<file path="src/rtl/rgb_pwm_pkg.sv">
// Shared constants, types and helpers for the RGB PWM fader.
package rgb_pwm_pkg;

  // Brightness level width and the full-on code.
  localparam int unsigned LEVEL_W = 8;
  localparam logic [LEVEL_W-1:0] LEVEL_MAX = 8'd255;

  // Default dividers for a 100 MHz clock: ~1 kHz PWM, 256 fade steps in ~1 s.
  localparam int unsigned PWM_DIV_DEFAULT  = 391;
  localparam int unsigned FADE_DIV_DEFAULT = 390_625;

  typedef logic [LEVEL_W-1:0] level_t;

  // Counter width needed to hold 0..n-1; never narrower than one bit.
  function automatic int unsigned cnt_width(input int unsigned n);
    if (n > 32'd1) begin
      return $clog2(n);
    end else begin
      return 32'd1;
    end
  endfunction

  // One saturating step of cur toward tgt; equal values stay put.
  // Because tgt is itself a valid level, the result can never wrap.
  function automatic level_t step_toward(input level_t cur, input level_t tgt);
    if (cur < tgt) begin
      return cur + 8'd1;
    end else if (cur > tgt) begin
      return cur - 8'd1;
    end else begin
      return cur;
    end
  endfunction

endpackage

</file>
<file path="src/rtl/pwm_fade_channel.sv">
// One LED colour channel: target select, level ramp, period-stable duty,
// PWM compare and the output flop.
module pwm_fade_channel
  import rgb_pwm_pkg::*;
(
  input  logic               clk,
  input  logic               rst_n,
  input  logic               on_i,
  input  logic [LEVEL_W-1:0] max_level_i,
  input  logic [LEVEL_W-1:0] pwm_cnt_i,
  input  logic               fade_tick_i,
  input  logic               period_end_i,
  output logic               pwm_o,
  output logic               diff_o
);

  logic               on_q;
  logic               on_d;
  level_t             level_q;
  level_t             level_d;
  level_t             duty_q;
  level_t             duty_d;
  logic               pwm_q;
  logic               pwm_d;
  level_t             target_s;

  // Target follows the registered on/off input; max_level is taken live.
  always_comb begin
    target_s = 8'd0;
    if (on_q) begin
      target_s = max_level_i;
    end else begin
      target_s = 8'd0;
    end
  end

  // Next-state logic: input capture, one ramp step per fade tick,
  // duty reload only at the period boundary, and the PWM compare.
  always_comb begin
    on_d    = on_i;
    level_d = level_q;
    duty_d  = duty_q;
    pwm_d   = 1'b0;

    if (fade_tick_i) begin
      level_d = step_toward(level_q, target_s);
    end else begin
      level_d = level_q;
    end

    // duty takes the current (pre-step) level, so a coincident fade tick
    // shows up one period later rather than mid-period.
    if (period_end_i) begin
      duty_d = level_q;
    end else begin
      duty_d = duty_q;
    end

    // Full scale is forced high so the 255 code gives a solid-on LED
    // instead of 255/256 duty; duty 0 never satisfies cnt < duty.
    if (duty_q == LEVEL_MAX) begin
      pwm_d = 1'b1;
    end else begin
      pwm_d = (pwm_cnt_i < duty_q);
    end
  end

  // Channel state registers with asynchronous clear.
  always_ff @(posedge clk or negedge rst_n) begin
    if (!rst_n) begin
      on_q    <= 1'b0;
      level_q <= 8'd0;
      duty_q  <= 8'd0;
      pwm_q   <= 1'b0;
    end else begin
      on_q    <= on_d;
      level_q <= level_d;
      duty_q  <= duty_d;
      pwm_q   <= pwm_d;
    end
  end

  assign pwm_o  = pwm_q;
  assign diff_o = (level_q != target_s);

endmodule

</file>
<file path="src/rtl/rgb_pwm_fader.sv">
// RGB LED fader: shared PWM prescaler, PWM counter and fade divider driving
// three identical fade/PWM channels, plus a registered busy flag.
module rgb_pwm_fader
  import rgb_pwm_pkg::*;
#(
  parameter int unsigned PWM_DIV  = PWM_DIV_DEFAULT,
  parameter int unsigned FADE_DIV = FADE_DIV_DEFAULT
) (
  input  logic               clk,
  input  logic               rst_n,
  input  logic               r_in,
  input  logic               g_in,
  input  logic               b_in,
  input  logic [LEVEL_W-1:0] max_level,
  output logic               r_pwm,
  output logic               g_pwm,
  output logic               b_pwm,
  output logic               busy
);

  localparam int unsigned PRE_W  = cnt_width(PWM_DIV);
  localparam int unsigned FADE_W = cnt_width(FADE_DIV);
  localparam logic [PRE_W-1:0]  PRE_LAST  = PRE_W'(PWM_DIV - 32'd1);
  localparam logic [FADE_W-1:0] FADE_LAST = FADE_W'(FADE_DIV - 32'd1);

  logic [PRE_W-1:0]  pre_q;
  logic [PRE_W-1:0]  pre_d;
  level_t            pwm_cnt_q;
  level_t            pwm_cnt_d;
  logic [FADE_W-1:0] fade_q;
  logic [FADE_W-1:0] fade_d;
  logic              busy_q;
  logic              busy_d;

  logic              pwm_tick_s;
  logic              fade_tick_s;
  logic              period_end_s;
  logic              diff_r_s;
  logic              diff_g_s;
  logic              diff_b_s;

  // Tick strobes are decoded from the counters' wrap values.
  always_comb begin
    pwm_tick_s   = (pre_q == PRE_LAST);
    fade_tick_s  = (fade_q == FADE_LAST);
    period_end_s = pwm_tick_s && (pwm_cnt_q == LEVEL_MAX);
  end

  // Next-state logic for the shared timebase and the busy flag.
  always_comb begin
    pre_d     = pre_q;
    pwm_cnt_d = pwm_cnt_q;
    fade_d    = fade_q;
    busy_d    = diff_r_s | diff_g_s | diff_b_s;

    if (pwm_tick_s) begin
      pre_d     = '0;
      pwm_cnt_d = pwm_cnt_q + 8'd1;
    end else begin
      pre_d     = pre_q + PRE_W'(1);
      pwm_cnt_d = pwm_cnt_q;
    end

    if (fade_tick_s) begin
      fade_d = '0;
    end else begin
      fade_d = fade_q + FADE_W'(1);
    end
  end

  // Shared timebase and busy registers with asynchronous clear.
  always_ff @(posedge clk or negedge rst_n) begin
    if (!rst_n) begin
      pre_q     <= '0;
      pwm_cnt_q <= 8'd0;
      fade_q    <= '0;
      busy_q    <= 1'b0;
    end else begin
      pre_q     <= pre_d;
      pwm_cnt_q <= pwm_cnt_d;
      fade_q    <= fade_d;
      busy_q    <= busy_d;
    end
  end

  pwm_fade_channel u_ch_r (
    .clk          (clk),
    .rst_n        (rst_n),
    .on_i         (r_in),
    .max_level_i  (max_level),
    .pwm_cnt_i    (pwm_cnt_q),
    .fade_tick_i  (fade_tick_s),
    .period_end_i (period_end_s),
    .pwm_o        (r_pwm),
    .diff_o       (diff_r_s)
  );

  pwm_fade_channel u_ch_g (
    .clk          (clk),
    .rst_n        (rst_n),
    .on_i         (g_in),
    .max_level_i  (max_level),
    .pwm_cnt_i    (pwm_cnt_q),
    .fade_tick_i  (fade_tick_s),
    .period_end_i (period_end_s),
    .pwm_o        (g_pwm),
    .diff_o       (diff_g_s)
  );

  pwm_fade_channel u_ch_b (
    .clk          (clk),
    .rst_n        (rst_n),
    .on_i         (b_in),
    .max_level_i  (max_level),
    .pwm_cnt_i    (pwm_cnt_q),
    .fade_tick_i  (fade_tick_s),
    .period_end_i (period_end_s),
    .pwm_o        (b_pwm),
    .diff_o       (diff_b_s)
  );

  assign busy = busy_q;

endmodule

</file>
<file path="config.mk">
export PLATFORM = sky130hd
export DESIGN_NAME = rgb_pwm_fader
export DESIGN_NICKNAME = d
export VERILOG_FILES = /design/src/rtl/rgb_pwm_pkg.sv /design/src/rtl/pwm_fade_channel.sv /design/src/rtl/rgb_pwm_fader.sv
export SDC_FILE = /design/constraint.sdc
export NUM_CORES = 1
export LEC_CHECK = 0
export CORE_ASPECT_RATIO = 2
export CORE_UTILIZATION = 30
export CTS_CLUSTER_SIZE = 30
export DETAILED_ROUTE_END_ITERATION = 16
export GPL_TIMING_DRIVEN = 0
export SLEW_MARGIN = 5
export SYNTH_ARGS = -nofsm -noshare
export SYNTH_HDL_FRONTEND = slang
export SYNTH_SLANG_ARGS = --single-unit
</file>
<file path="constraint.sdc">
create_clock -name clk -period 3 [get_ports clk]
set_input_delay 0.6 -clock clk [delete_from_list [all_inputs] [get_ports clk]]
set_output_delay 0.6 -clock clk [all_outputs]
set_load 0.05 [all_outputs]
</file>
### Yosys cells after proc, flatten, opt, wreduce, memory -nomap -nowiden

Cells that the tools add are included.

| word-level totals | value |
|---|---|
| register bits after elaboration | 91 |
| input bits | 13 |
| output and inout bits | 4 |

| cells by class | value |
|---|---|
| add/subtract/negate cells | 9 |
| $lt $le $gt $ge | 9 |
| eq/ne operators | 9 |
| multiplexer cells | 14 |
| bitwise logic cells | 2 |
| reduce and logical (&&, ||, !) cells | 7 |

Operator list:

| operator | count |
|---|---|
| $mux W8 | 9 |
| $lt A8 B8 Y1 | 6 |
| $add A8 B1 Y8 const B | 4 |
| $eq A8 B8 Y1 const B | 4 |
| $gt A8 B8 Y1 | 3 |
| $ne A8 B8 Y1 | 3 |
| $sub A8 B1 Y8 const B | 3 |
| $add A19 B1 Y19 const B | 1 |
| $eq A19 B19 Y1 const B | 1 |
| $mux W19 | 1 |
| $add A9 B1 Y9 const B | 1 |
| $eq A9 B9 Y1 const B | 1 |
| $mux W9 | 1 |
| $reduce_and A2 Y1 | 3 |
| $reduce_bool A2 Y1 | 3 |
| $mux W1 | 3 |
| $or A1 B1 Y1 | 2 |
| $logic_and A1 B1 Y1 | 1 |

### Logic depth before layout (Yosys ltp)

Gate-level depths: netlist of the first run.

| depth | value |
|---|---|
| word-level depth | 4 |
| depth in mapped cells | 15 |
| depth with buffers taken out | 14 |

### Cells and area by module

A second synthesis of the first run with hierarchy kept.

| second synthesis, totals | value |
|---|---|
| cells, all modules | 590 |
| area total of the unflattened synthesis | 5711.7 um2 |

Modules (own cells, without submodules):

| module | times used | cells each | area an instance (um2) |
|---|---|---|---|
| pwm_fade_channel at u_ch_g ... | 2 | 142 | 1302.5 |
| rgb_pwm_fader | 1 | 164 | 1789.2 |
| pwm_fade_channel at u_ch_b | 1 | 142 | 1317.5 |

### Worst setup path before layout of the first run

OpenSTA, ideal clock, no wires.

| path | value |
|---|---|
| path type | input to register |
| start | in max_level[1] |
| end | reg u_ch_g.level_q[7] |
| data arrival time | 3.188 ns |
| data required time | 2.920 ns |
| path slack | -0.268 ns |
| cell stages on the path | 13 |
| buffers on the path | 0 |
| cell sequence | nand2_1 -> ha_1 -> nor2b_1 -> o211ai_1 -> a21oi_1 -> or2_2 -> ha_1 -> a211oi_1 -> o21ai_0 -> o31ai_1 -> or3b_2 -> nand3_1 -> xnor2_1 |

| between the ends | value |
|---|---|
| longest elaborated chain between the ends | 4 |
| elaborated cells on any way between the ends | 6 |
| those cells by class | 2 x order compare; 2 x mux; 2 x reduce/logical |

Ends and longest elaborated chain:

| element | line | RTL |
|---|---|---|
| start, declared | rgb_pwm_fader.sv:14 | `input logic [LEVEL_W-1:0] max_level,` |
| $mux W8 (*) | pwm_fade_channel.sv:30 | `if (on_q) begin` |
| $gt A8 B8 Y1 or $lt A8 B8 Y1 (tied branches) | rgb_pwm_pkg.sv:28, rgb_pwm_pkg.sv:26 |  |
| $reduce_bool A2 Y1 (no source line) | n/a |  |
| $reduce_and A2 Y1 (no source line) | n/a |  |
| end signal, assigned | pwm_fade_channel.sv:77 | `level_q <= level_d;` |
| end, declared | pwm_fade_channel.sv:19 | `level_t level_q;` |

Mark *: on every way between the ends. The rest lies on a longest branch, timed or not.
A chain may end at the register's enable or synchronous reset.

### Final worst setup path of the first run

| path | value |
|---|---|
| start | reg u_ch_g.on_q |
| end | reg u_ch_g.level_q[7] |

| between the ends | value |
|---|---|
| longest elaborated chain between the ends | 4 |
| elaborated cells on any way between the ends | 6 |
| those cells by class | 2 x order compare; 2 x mux; 2 x reduce/logical |

Ends and longest elaborated chain:

| element | line | RTL |
|---|---|---|
| start, declared | pwm_fade_channel.sv:17 | `logic on_q;` |
| start signal, assigned | pwm_fade_channel.sv:76 | `on_q <= on_d;` |
| $mux W8 (*) | pwm_fade_channel.sv:30 |  |
| $gt A8 B8 Y1 or $lt A8 B8 Y1 (tied branches) | rgb_pwm_pkg.sv:28, rgb_pwm_pkg.sv:26 |  |
| $reduce_bool A2 Y1 (no source line) | n/a |  |
| $reduce_and A2 Y1 (no source line) | n/a |  |

Marks and branches as above.

==> metrics.md, run 1 <==
| Metric | Value |
|---|---|
| Status | finished, violations left |
| Violated checks | negative setup slack |
| Clock latency reported for the late side of the worst-skew pair | 0.35 ns |
| Clock tree from TritonCTS | yes |
| Die outline height | 195.1 um |
| Vias in the first global route | 4658 |
| Number of placement rows | 70 |
| Final Wtd Congestion | 0.8739 |
| Root buffer selected by CTS | clkbuf_16 |
| Chain of cells forming the critical path | nand2_8 -> ha_4 -> nor2b_4 -> o211ai_1 -> a21oi_2 -> or2_4 -> ha_4 -> a211oi_2 -> o21ai_2 -> o31ai_2 -> or3b_4 -> nand3_2 -> xnor2_1 |
| Die Outline Area | 0.01923 mm^2 |
| GR Overflow Total | 0 |
| Area growth syn-to-layout | 23.05% |
| Post-synth top flop | dfrtp_1 |
| Met2 usage | 0.2853 |
| RSZ-0062 raised after global routing | true |
| Total detailed-routing wirelength | 13.09 mm |
| Final cell utilization of the core | 0.3761 |
| Initial cell density of the core | 0.3057 |
| Worst r2r dst | u_ch_g.level_q[7] |
| Peak fanout along the critical path | 6 |
| Reg2Reg Setup Slack | -0.03 ns |
| Bufs and invs on worst path | 0 |
| Ant. Diodes | 0 |
| Fill cell instance count of the final layout | 1759 |
| Placed cell count | 785 |
| Number of hold buffers added after CTS | 0 |
| Storage cell area | 0.002283 mm^2 |
| Post-layout minimum cycle time | 3.031 ns |
| PortBufs | 16 |
| Number of maximum-capacitance violations | 0 |
| Number of remaining DRC errors | 0 |
| Global-route met1 utilization | 0.1363 |
| Worst flop-to-flop path startpoint | u_ch_g.on_q |
| Critical path type | reg2reg |
| Setup slack of the critical path after layout | -0.03080 ns |
| Fmax achieved | 329.9 MHz |
| Wire length of the first global-routing pass | 21.72 mm |
| Share of async-settable or async-resettable flops after synthesis | 1.000 |
| # clock sinks | 91 |
| Remaining antenna violation count | 0 |
| Final Non-Filler Cells | 829 |
| Slowest-stage cell, CP | dfrtp_2 |
| Slowest cell delay on critical path | 0.47 ns |
| Leakage | 3.144 nW |
| Post-synthesis cell type with the largest combined area | dfrtp_1 |
| Synth top area cells | dfrtp_1 (41%), ha_1 (15%), mux2_2 (6.6%), xnor2_1 (5.0%), nand2_1 (3.7%) |
| Endpoint type of the worst setup path | register |
| Drt pass-1 iters | 5 |
| Area of the core | 0.01831 mm^2 |
| Cell area after technology mapping | 0.005595 mm^2 |
| Number of synthesized flops with an enable pin | 0 |
| Final #Nets | 692 |
| Proportion of layout cells with a drive suffix above 1 | 0.2382 |
| Class of the worst hold path | in2async |
| Maximum root-to-sink buffer count | 2 |
| Post-Synthesis Cells | 552 |
| Number of antenna violations at the first check in global routing | 0 |
| Final setup violation count | 3 |
| Share of the cycle needed by the critical path after routing | 1.010 |
| Routed vias | 4262 |
| Share of synthesized area occupied by flip-flops and latches | 0.4070 |
| Setup slack at placement | -1.043 ns |
| Transition time at the pin with the least slew margin | 0.8028 ns |
| Cts bufs inserted | 9 |
| GRT Resource Usage Total | 0.1425 |
| First-iteration detailed-routing DRC count | 113 |
| CP Data Arrival Time | 3.30 ns |
| Most Frequent Cell on Critical Path | ha_4 |
| Largest net degree at the start of global routing | 65 |
| Vias per inst | 5.141 |
| Average cell area after synthesis | 10.14 um^2 |
| Total number of H-tree levels | 3 |
| Distinct cell type count of the synthesized netlist | 42 |
| Remaining max-slew budget at the tightest pin | 0.4599 |
| Multi-input gate area in the final layout | 0.003435 mm^2 |
| Cell Pwr Density | 374.7 mW/mm^2 |
| Category of the worst setup path launch point | register |
| Finished layout cell area | 0.006885 mm^2 |
| Cell area reported after detailed placement | 0.006167 mm^2 |
| Pins over their slew limit | 0 |
| Yosys reg bits | 91 |
| Maximum ir drop on the vdd rail | 272.4 uV |
| Share of the synthesized area in the top cell type | 0.4070 |
| Routed wire length per instance | 15.79 um |
| Half-perimeter wire length after detailed placement | 9.631 mm |
| Clock slew at the register clock pins of the worst setup and hold paths | 0.08 ns |
| Final Skew | 0.01104 ns |
| Count of cells along the worst register-to-register path | 13 |
| Syn nets | 636 |
| Met3 routing resource usage after global routing | 0.02255 |
| Total I/O pin count | 17 |
| Required arrival time at the worst endpoint | 3.27 ns |
| Cell type group with the largest total delay on the critical path | simple AND/OR/NAND/NOR gates |
| GRT busiest layer | met2 |
| Die outline width | 98.57 um |
| Final Hold Violating Endpoints | 0 |
| Warnings, synthesis | 0 |
| Sum of negative setup slack | -0.06987 ns |
## worst register-to-register path, stage by stage, from the launching register on
cell and delay, ns:
dfrtp_2 0.47, nand2_8 0.08, ha_4 0.19, nor2b_4 0.12
o211ai_1 0.28, a21oi_2 0.12, or2_4 0.33, ha_4 0.26
a211oi_2 0.22, o21ai_2 0.11, o31ai_2 0.20, or3b_4 0.40
nand3_2 0.08, xnor2_1 0.11
## layout make-up
class	instances	share of cell area
plain buffers	5	0.003089
clock buffers	9	0.03271
clock inverters	7	0.009631
inverters	38	0.02072
multi-input cells	415	0.4988
flip-flops and latches	91	0.3316
well taps	216	0.03925
repair buffers	48	0.06415
## layout by cell type (no fill, tap or decap), drive strengths merged, types with 7 or more instances in the layout
cell type and instances:
a21oi 28, and3 7, buf 37, clkbuf 12, clkdlybuf4s50 7, dfrtp 91
ha 68, inv 43, mux2 33, nand2 55, nand3 18, nand4 18
nor2 33, nor2b 12, o21ai 25, xnor2 32, xor2 14
## repair_timing
item / CTS / global route
buffers inserted: 24 / 9
resized for setup: 35 / 36
pin swaps: 15 / 25
setup endpoints to repair: 17 / 11
## where the power goes
group	internal [mW]	total [mW]	leakage, nW	switching, mW
sequential	1.23	1.23	1.20	0.00338
combinational	0.107	0.223	1.81	0.116
clock	0.586	1.13	0.138	0.540
## how the worst max path moves through the flow
stage | start | to | slack, ns | cells past startpoint
floorplan | max_level[1] | u_ch_g.level_q[7] | -0.03 | 13
global placement | rst_n | u_ch_b.duty_q[5] | -2.02 | 1
CTS | u_ch_g.on_q | u_ch_g.level_q[6] | -0.06 | 13
global route | u_ch_g.on_q | u_ch_g.level_q[7] | -0.10 | 13
detailed placement | max_level[1] | u_ch_g.level_q[7] | -1.04 | 14
finish | u_ch_g.on_q | u_ch_g.level_q[7] | -0.03 | 13
## cell families after synthesis
group	share of synthesized area
xor+xnor	0.07200
mux	0.06999
simple gates	0.1509
fa+ha+maj	0.1628
flops	0.4070
compound gates	0.1060
buf+inv	0.03131
## synth_stat cells, types with 7 or more instances
master and n:
nand4_1 18, ha_1 68, a21oi_1 28, xnor2_1 32, nand3_1 18, dfrtp_1 91
nor2_1 32, and3_1 7, inv_1 38, nand2_1 55, nor2b_1 12, xor2_1 14
mux2_2 33, o21ai_0 23
## metal layers
layer | routed length, um | share of wire
met1 | 4777 | 0.36
met2 | 7500 | 0.57
met3 | 300 | 0.023
met4 | 515 | 0.039
met5 | 0 | 0
## per-stage QoR
step	power, mW	hold WS, ns
after detailed placement	1.433	0.5051
after global placement	1.419	0.4900
after floorplan	1.357	0.3044
final	2.580	0.1723
after global routing	2.676	0.1929
after CTS	2.589	0.1797
## state kept, by name, indices dropped and copies added (netlist names)
name            flops
u_ch_r.duty_q       8
u_ch_r.level_q      8
fade_q             19
u_ch_b.on_q         1
u_ch_r.on_q         1
u_ch_r.pwm_o        1
u_ch_b.pwm_o        1
u_ch_b.duty_q       8
u_ch_b.level_q      8
u_ch_g.duty_q       8
busy                1
pre_q               9
u_ch_g.level_q      8
u_ch_g.pwm_o        1
pwm_cnt_q           8
u_ch_g.on_q         1
Note: power is estimated with default switching activity, not from simulation.
==> run 2, diff against run 1 <==
Settings changed: RECOVER_POWER set to 50.
==> metrics.md, run 2 (synthesis gave the netlist of run 1 again) <==
| Metric | Value |
|---|---|
| Cts bufs inserted | 9 |
| Most common library cell in the layout ignoring fill and taps | dfrtp_1 |
| RSZ-0062 raised after global routing | true |
| Die outline width | 98.57 um |
| Clock slew at the register clock pins of the worst setup and hold paths | 0.07 ns |
| Transition time at the pin with the least slew margin | 1.488 ns |
| GRT Resource Usage Total | 0.1425 |
| Placed cell count | 785 |
| # clock sinks | 91 |
| Setup slack of the critical path after layout | -0.03212 ns |
| Sum of negative setup slack | -0.07090 ns |
| Net load switching power | 0.6596 mW |
| Vias per inst | 5.146 |
| Worst flop-to-flop path startpoint | u_ch_g.on_q |
| Die outline height | 195.1 um |
| Routed vias | 4266 |
| Comb pwr share | 0.085 |
| Maximum ir drop on the vdd rail | 271.3 uV |
| Final Wtd Congestion | 0.8739 |
| Die Outline Area | 0.01923 mm^2 |
| Category of the worst setup path launch point | register |
| Proportion of layout cells with a drive suffix above 1 | 0.2365 |
| Wire length of the first global-routing pass | 21.72 mm |
| Final Hold Violating Endpoints | 0 |
| GRT busiest layer | met2 |
| Largest regs | fade_q: 19 flops, pre_q: 9 flops |
| Required arrival time at the worst endpoint | 3.27 ns |
| Global-route met1 utilization | 0.1363 |
| Largest net degree at the start of global routing | 65 |
| Final Skew | 0.01115 ns |
| Final cell utilization of the core | 0.3748 |
| Final Non-Filler Cells | 829 |
| Area growth syn-to-layout | 22.63% |
| Internal portion of total power | 1.916 mW |
| Remaining max-slew budget at the tightest pin | 0.007847 |
| Fmax achieved | 329.8 MHz |
| Switching power as a share of total power | 0.2560 |
| Hold path startpoint | u_ch_b.level_q[7] |
| Peak fanout along the critical path | 6 |
| Number of antenna violations at the first check in global routing | 0 |
| CP Data Arrival Time | 3.30 ns |
| Vias in the first global route | 4658 |
| Routed wire length per instance | 15.82 um |
| Clock latency reported for the late side of the worst-skew pair | 0.35 ns |
| Max FFs per register | 19 |
| Met2 usage | 0.2853 |
| Clock tree from TritonCTS | yes |
| Endpoint type of the worst setup path | register |
| Drt pass-1 iters | 5 |
| Met3 routing resource usage after global routing | 0.02255 |
| Root buffer selected by CTS | clkbuf_16 |
| Pins over their slew limit | 0 |
| Setup slack at placement | -1.043 ns |
| Violated checks | max-capacitance violations, negative setup slack |
| Final #Nets | 692 |
| Critical path type | reg2reg |
| Initial cell density of the core | 0.3057 |
| Ant. Diodes | 0 |
| Number of remaining DRC errors | 0 |
| Total detailed-routing wirelength | 13.11 mm |
| GR Overflow Total | 0 |
| Total power after layout | 2.576 mW |
| Cell Pwr Density | 375.4 mW/mm^2 |
| Number of placement rows | 70 |
| Commonest non-fill, non-tap cells in the layout | dfrtp_1 (86), ha_1 (55), nand2_1 (51), inv_1 (35), mux2_2 (32) |
| Number of maximum-capacitance violations | 1 |
| Share of the cycle needed by the critical path after routing | 1.011 |
| Maximum root-to-sink buffer count | 2 |
| Post-layout minimum cycle time | 3.032 ns |
| First-iteration detailed-routing DRC count | 117 |
| Remaining antenna violation count | 0 |
| PortBufs | 16 |
| Status | finished, violations left |
| Total number of H-tree levels | 3 |
| Area of the core | 0.01831 mm^2 |
| Start point of the critical path | u_ch_g.on_q |
| Final setup violation count | 3 |
| Register ranked first by flip-flop count | fade_q |
| Clk network pwr share | 0.437 |
| Leakage | 3.133 nW |
| Relative contribution of sequential cells to total power | 0.478 |
| Half-perimeter wire length after detailed placement | 9.631 mm |
| Total I/O pin count | 17 |
| Class of the worst hold path | reg2reg |
==> run 2: routing by layer <==
metal	up-vias	wire length (um)	share of wire
met5	-	0	0
met4	0	510	0.039
met3	39	272	0.021
met2	82	7495	0.57
met1	2102	4833	0.37
li1	2043	-	-
==> run 2: area by class of cell <==
type	instances	area, um^2
Clock inverter	7	66.31
Inverter	38	142.6
Tap cell	216	270.3
Timing Repair Buffer	48	417.9
Buffer	5	21.27
Clock buffer	9	225.2
Sequential cell	91	2283
Multi-Input combinational cell	415	3435
Fill cell	1761	11440
==> run 2: path summary, 6_finish.rpt <==
path,depth (start not counted),to,slack (ns)
worst max-delay path,13,u_ch_g.level_q[7],-0.03
min in group asynchronous,1,u_ch_r.level_q[3],0.59
worst min register to register,1,u_ch_b.level_q[7],0.52
max in group asynchronous,2,u_ch_b.on_q,0.62
worst max register to register,13,u_ch_g.level_q[7],-0.03
worst min-delay path,1,u_ch_b.level_q[7],0.52
==> run 2: power by group through the flow <==
stage / sequential (mW) / combinational (mW) / clock (mW)
detailed placement: 1.25 / 0.180 / 0
global placement: 1.25 / 0.166 / 0
global route: 1.23 / 0.242 / 1.20
finish: 1.23 / 0.218 / 1.13
floorplan: 1.25 / 0.104 / 0
CTS: 1.23 / 0.203 / 1.15
==> run 2: worst max-delay path, stage by stage, from the launching register on <==
cell	delay, ns
dfrtp_2	0.47
nand2_8	0.08
ha_4	0.19
nor2b_4	0.12
o211ai_1	0.28
a21oi_2	0.12
or2_4	0.33
ha_4	0.26
a211oi_2	0.22
o21ai_2	0.11
o31ai_2	0.20
or3b_4	0.40
nand3_2	0.08
xnor2_1	0.11
==> run 2: metrics by stage <==
step / hold slack (ns) / area (um^2)
after detailed placement: 0.5051 / 6167
after CTS: 0.1797 / 6661
final: 0.5166 / 6862
after global placement: 0.4900 / 6142
after global routing: 0.5260 / 6862
after floorplan: 0.3044 / 5712
==> run 2: what timing repair did <==
item,CTS,global route
pin swaps,15,25
hold buffers,0,0
setup endpoints to repair,17,11
buffers inserted,24,9
resized for setup,35,36
==> run 3, diff against run 2 <==
Settings changed: CELL_PAD_IN_SITES_DETAIL_PLACEMENT set to 0, CELL_PAD_IN_SITES_GLOBAL_PLACEMENT set to 1, PLACE_DENSITY_LB_ADDON set to 0.1, RECOVER_POWER 50 to 25.
==> metrics.md, run 3 (synthesis gave the netlist of run 1 again) <==
| Metric | Value |
|---|---|
| Status | finished, violations left |
| Violated checks | max-capacitance violations, max-slew violations, negative setup slack |
| Cell area reported after detailed placement | 0.006167 mm^2 |
| Pins over their slew limit | 36 |
| Die Outline Area | 0.01923 mm^2 |
| Die outline width | 98.57 um |
| Final setup violation count | 3 |
| Number of antenna violations at the first check in global routing | 0 |
| Maximum ir drop on the vdd rail | 224.4 uV |
| Area of the core | 0.01831 mm^2 |
| Setup slack at placement | -1.044 ns |
| Area growth syn-to-layout | 22.14% |
| Endpoint type of the worst setup path | register |
| Drt pass-1 iters | 4 |
| Die outline height | 195.1 um |
| Number of remaining DRC errors | 0 |
| Class of the worst hold path | reg2reg |
| Critical path type | reg2reg |
| Final Hold Violating Endpoints | 0 |
| Final #Nets | 687 |
| Total I/O pin count | 17 |
| Largest regs | fade_q: 19 flops, pre_q: 9 flops |
| Chain of cells forming the critical path | nand2_2 -> ha_4 -> nor2b_1 -> o211ai_1 -> a21oi_2 -> or2_4 -> buf_4 -> ha_1 -> a21boi_2 -> o21a_1 -> or3_4 -> a31o_4 |
| First-iteration detailed-routing DRC count | 64 |
| Vias per inst | 5.063 |
| Slowest-stage cell, CP | dfrtp_2 |
| Maximum root-to-sink buffer count | 2 |
| Fmax achieved | 323.5 MHz |
| Max FFs per register | 19 |
| Clock tree from TritonCTS | yes |
| Number of hold buffers added after CTS | 0 |
| Transition time at the pin with the least slew margin | 2.198 ns |
| Required arrival time at the worst endpoint | 3.24 ns |
| Remaining max-slew budget at the tightest pin | -0.4653 |
| Multi-input gate area in the final layout | 0.003457 mm^2 |
| Commonest non-fill, non-tap cells in the layout | dfrtp_1 (87), ha_1 (58), nand2_1 (52), inv_1 (35) |
| Category of the worst setup path launch point | register |
| Fill cell instance count of the final layout | 1833 |
| Most common library cell in the layout ignoring fill and taps | dfrtp_1 |
| Placed cell count | 785 |
| Clock slew at the register clock pins of the worst setup and hold paths | 0.07 ns |
| Setup slack of the critical path after layout | -0.09073 ns |
| Vias in the first global route | 4366 |
| Half-perimeter wire length after detailed placement | 10.46 mm |
| Register ranked first by flip-flop count | fade_q |
| Wire length of the first global-routing pass | 22.65 mm |
| Leakage | 3.118 nW |
| # clock sinks | 91 |
| RSZ-0062 raised after global routing | true |
| Final Wtd Congestion | 0.7229 |
| Finished layout cell area | 0.006834 mm^2 |
| CP Data Arrival Time | 3.33 ns |
| GR Overflow Total | 0 |
| Worst Hold Slack | 0.5131 ns |
| Clock latency reported for the late side of the worst-skew pair | 0.35 ns |
| Ant. Diodes | 0 |
| GRT Resource Usage Total | 0.1550 |
| Proportion of layout cells with a drive suffix above 1 | 0.2237 |
| Bufs and invs on worst path | 1 |
| Total number of H-tree levels | 3 |
| Share of the cycle needed by the critical path after routing | 1.030 |
| Slowest cell delay on critical path | 0.45 ns |
| Root buffer selected by CTS | clkbuf_16 |
| Storage cell area | 0.002282 mm^2 |
| Final Skew | 0.01033 ns |
| Cell Pwr Density | 373.9 mW/mm^2 |
| Number of maximum-capacitance violations | 1 |
| Number of placement rows | 70 |
| PortBufs | 16 |
| Peak fanout along the critical path | 6 |
| Final Non-Filler Cells | 824 |
| Largest net degree at the start of global routing | 57 |
| Cts bufs inserted | 9 |
| Routed wire length per instance | 16.71 um |
| Cell type group with the largest total delay on the critical path | compound AO/OA/AOI/OAI gates |
| Post-layout minimum cycle time | 3.091 ns |
| Sum of negative setup slack | -0.1525 ns |
| Remaining antenna violation count | 0 |
| Initial cell density of the core | 0.3057 |
| Total detailed-routing wirelength | 13.77 mm |
| Routed vias | 4172 |
-- run 3: final timing paths --
| kind | from | endpoint | slack, ns | depth (start not counted) |
|---|---|---|---|---|
| setup / recovery | u_ch_b.on_q | u_ch_b.level_q[6] | -0.09 | 12 |
| hold / removal | u_ch_b.level_q[7] | u_ch_b.level_q[7] | 0.51 | 1 |
| setup reg to reg | u_ch_b.on_q | u_ch_b.level_q[6] | -0.09 | 12 |
| hold reg to reg | u_ch_b.level_q[7] | u_ch_b.level_q[7] | 0.51 | 1 |
| max in group asynchronous | rst_n | u_ch_b.on_q | 0.69 | 1 |
| min in group asynchronous | rst_n | u_ch_b.level_q[0] | 0.90 | 1 |
-- run 3: cell type report --
cell class / count / area share
clock buffer: 11 / 0.03552
timing repair buffer: 42 / 0.05547
inverter: 38 / 0.02087
multi-input combinational: 416 / 0.5059
sequential: 91 / 0.3339
clock inverter: 5 / 0.005676
buffer: 5 / 0.003112
tap: 216 / 0.03955
-- run 3: per-layer routing --
layer | vias to the layer above | global-route usage | routed length [um]
met1 | 2066 | 0.1583 | 5044
met2 | 51 | 0.3028 | 8079
met5 | - | 0 | 0
li1 | 2037 | - | -
met3 | 18 | 0.02362 | 257
met4 | 0 | 0.06910 | 387
-- run 3: repair_timing --
action,in CTS,in global routing
cloned,1,0
buffers inserted,18,10
gates resized for setup,43,27
endpoints found under the setup margin,17,13
hold endpoints to repair,0,0
pin swaps,13,20
-- run 3: through the flow --
stage | total power [mW] | utilization
finish | 2.555 | 0.3733
global route | 2.668 | 0.3733
global placement | 1.425 | 0.3355
detailed placement | 1.435 | 0.3369
floorplan | 1.357 | -
CTS | 2.578 | 0.3635
-- run 3: where the power goes --
part	internal [mW]	total, mW	switching, mW	leakage [nW]
clock	0.587	1.10	0.514	0.124
combinational	0.106	0.221	0.116	1.79
sequential	1.23	1.23	0.00494	1.20
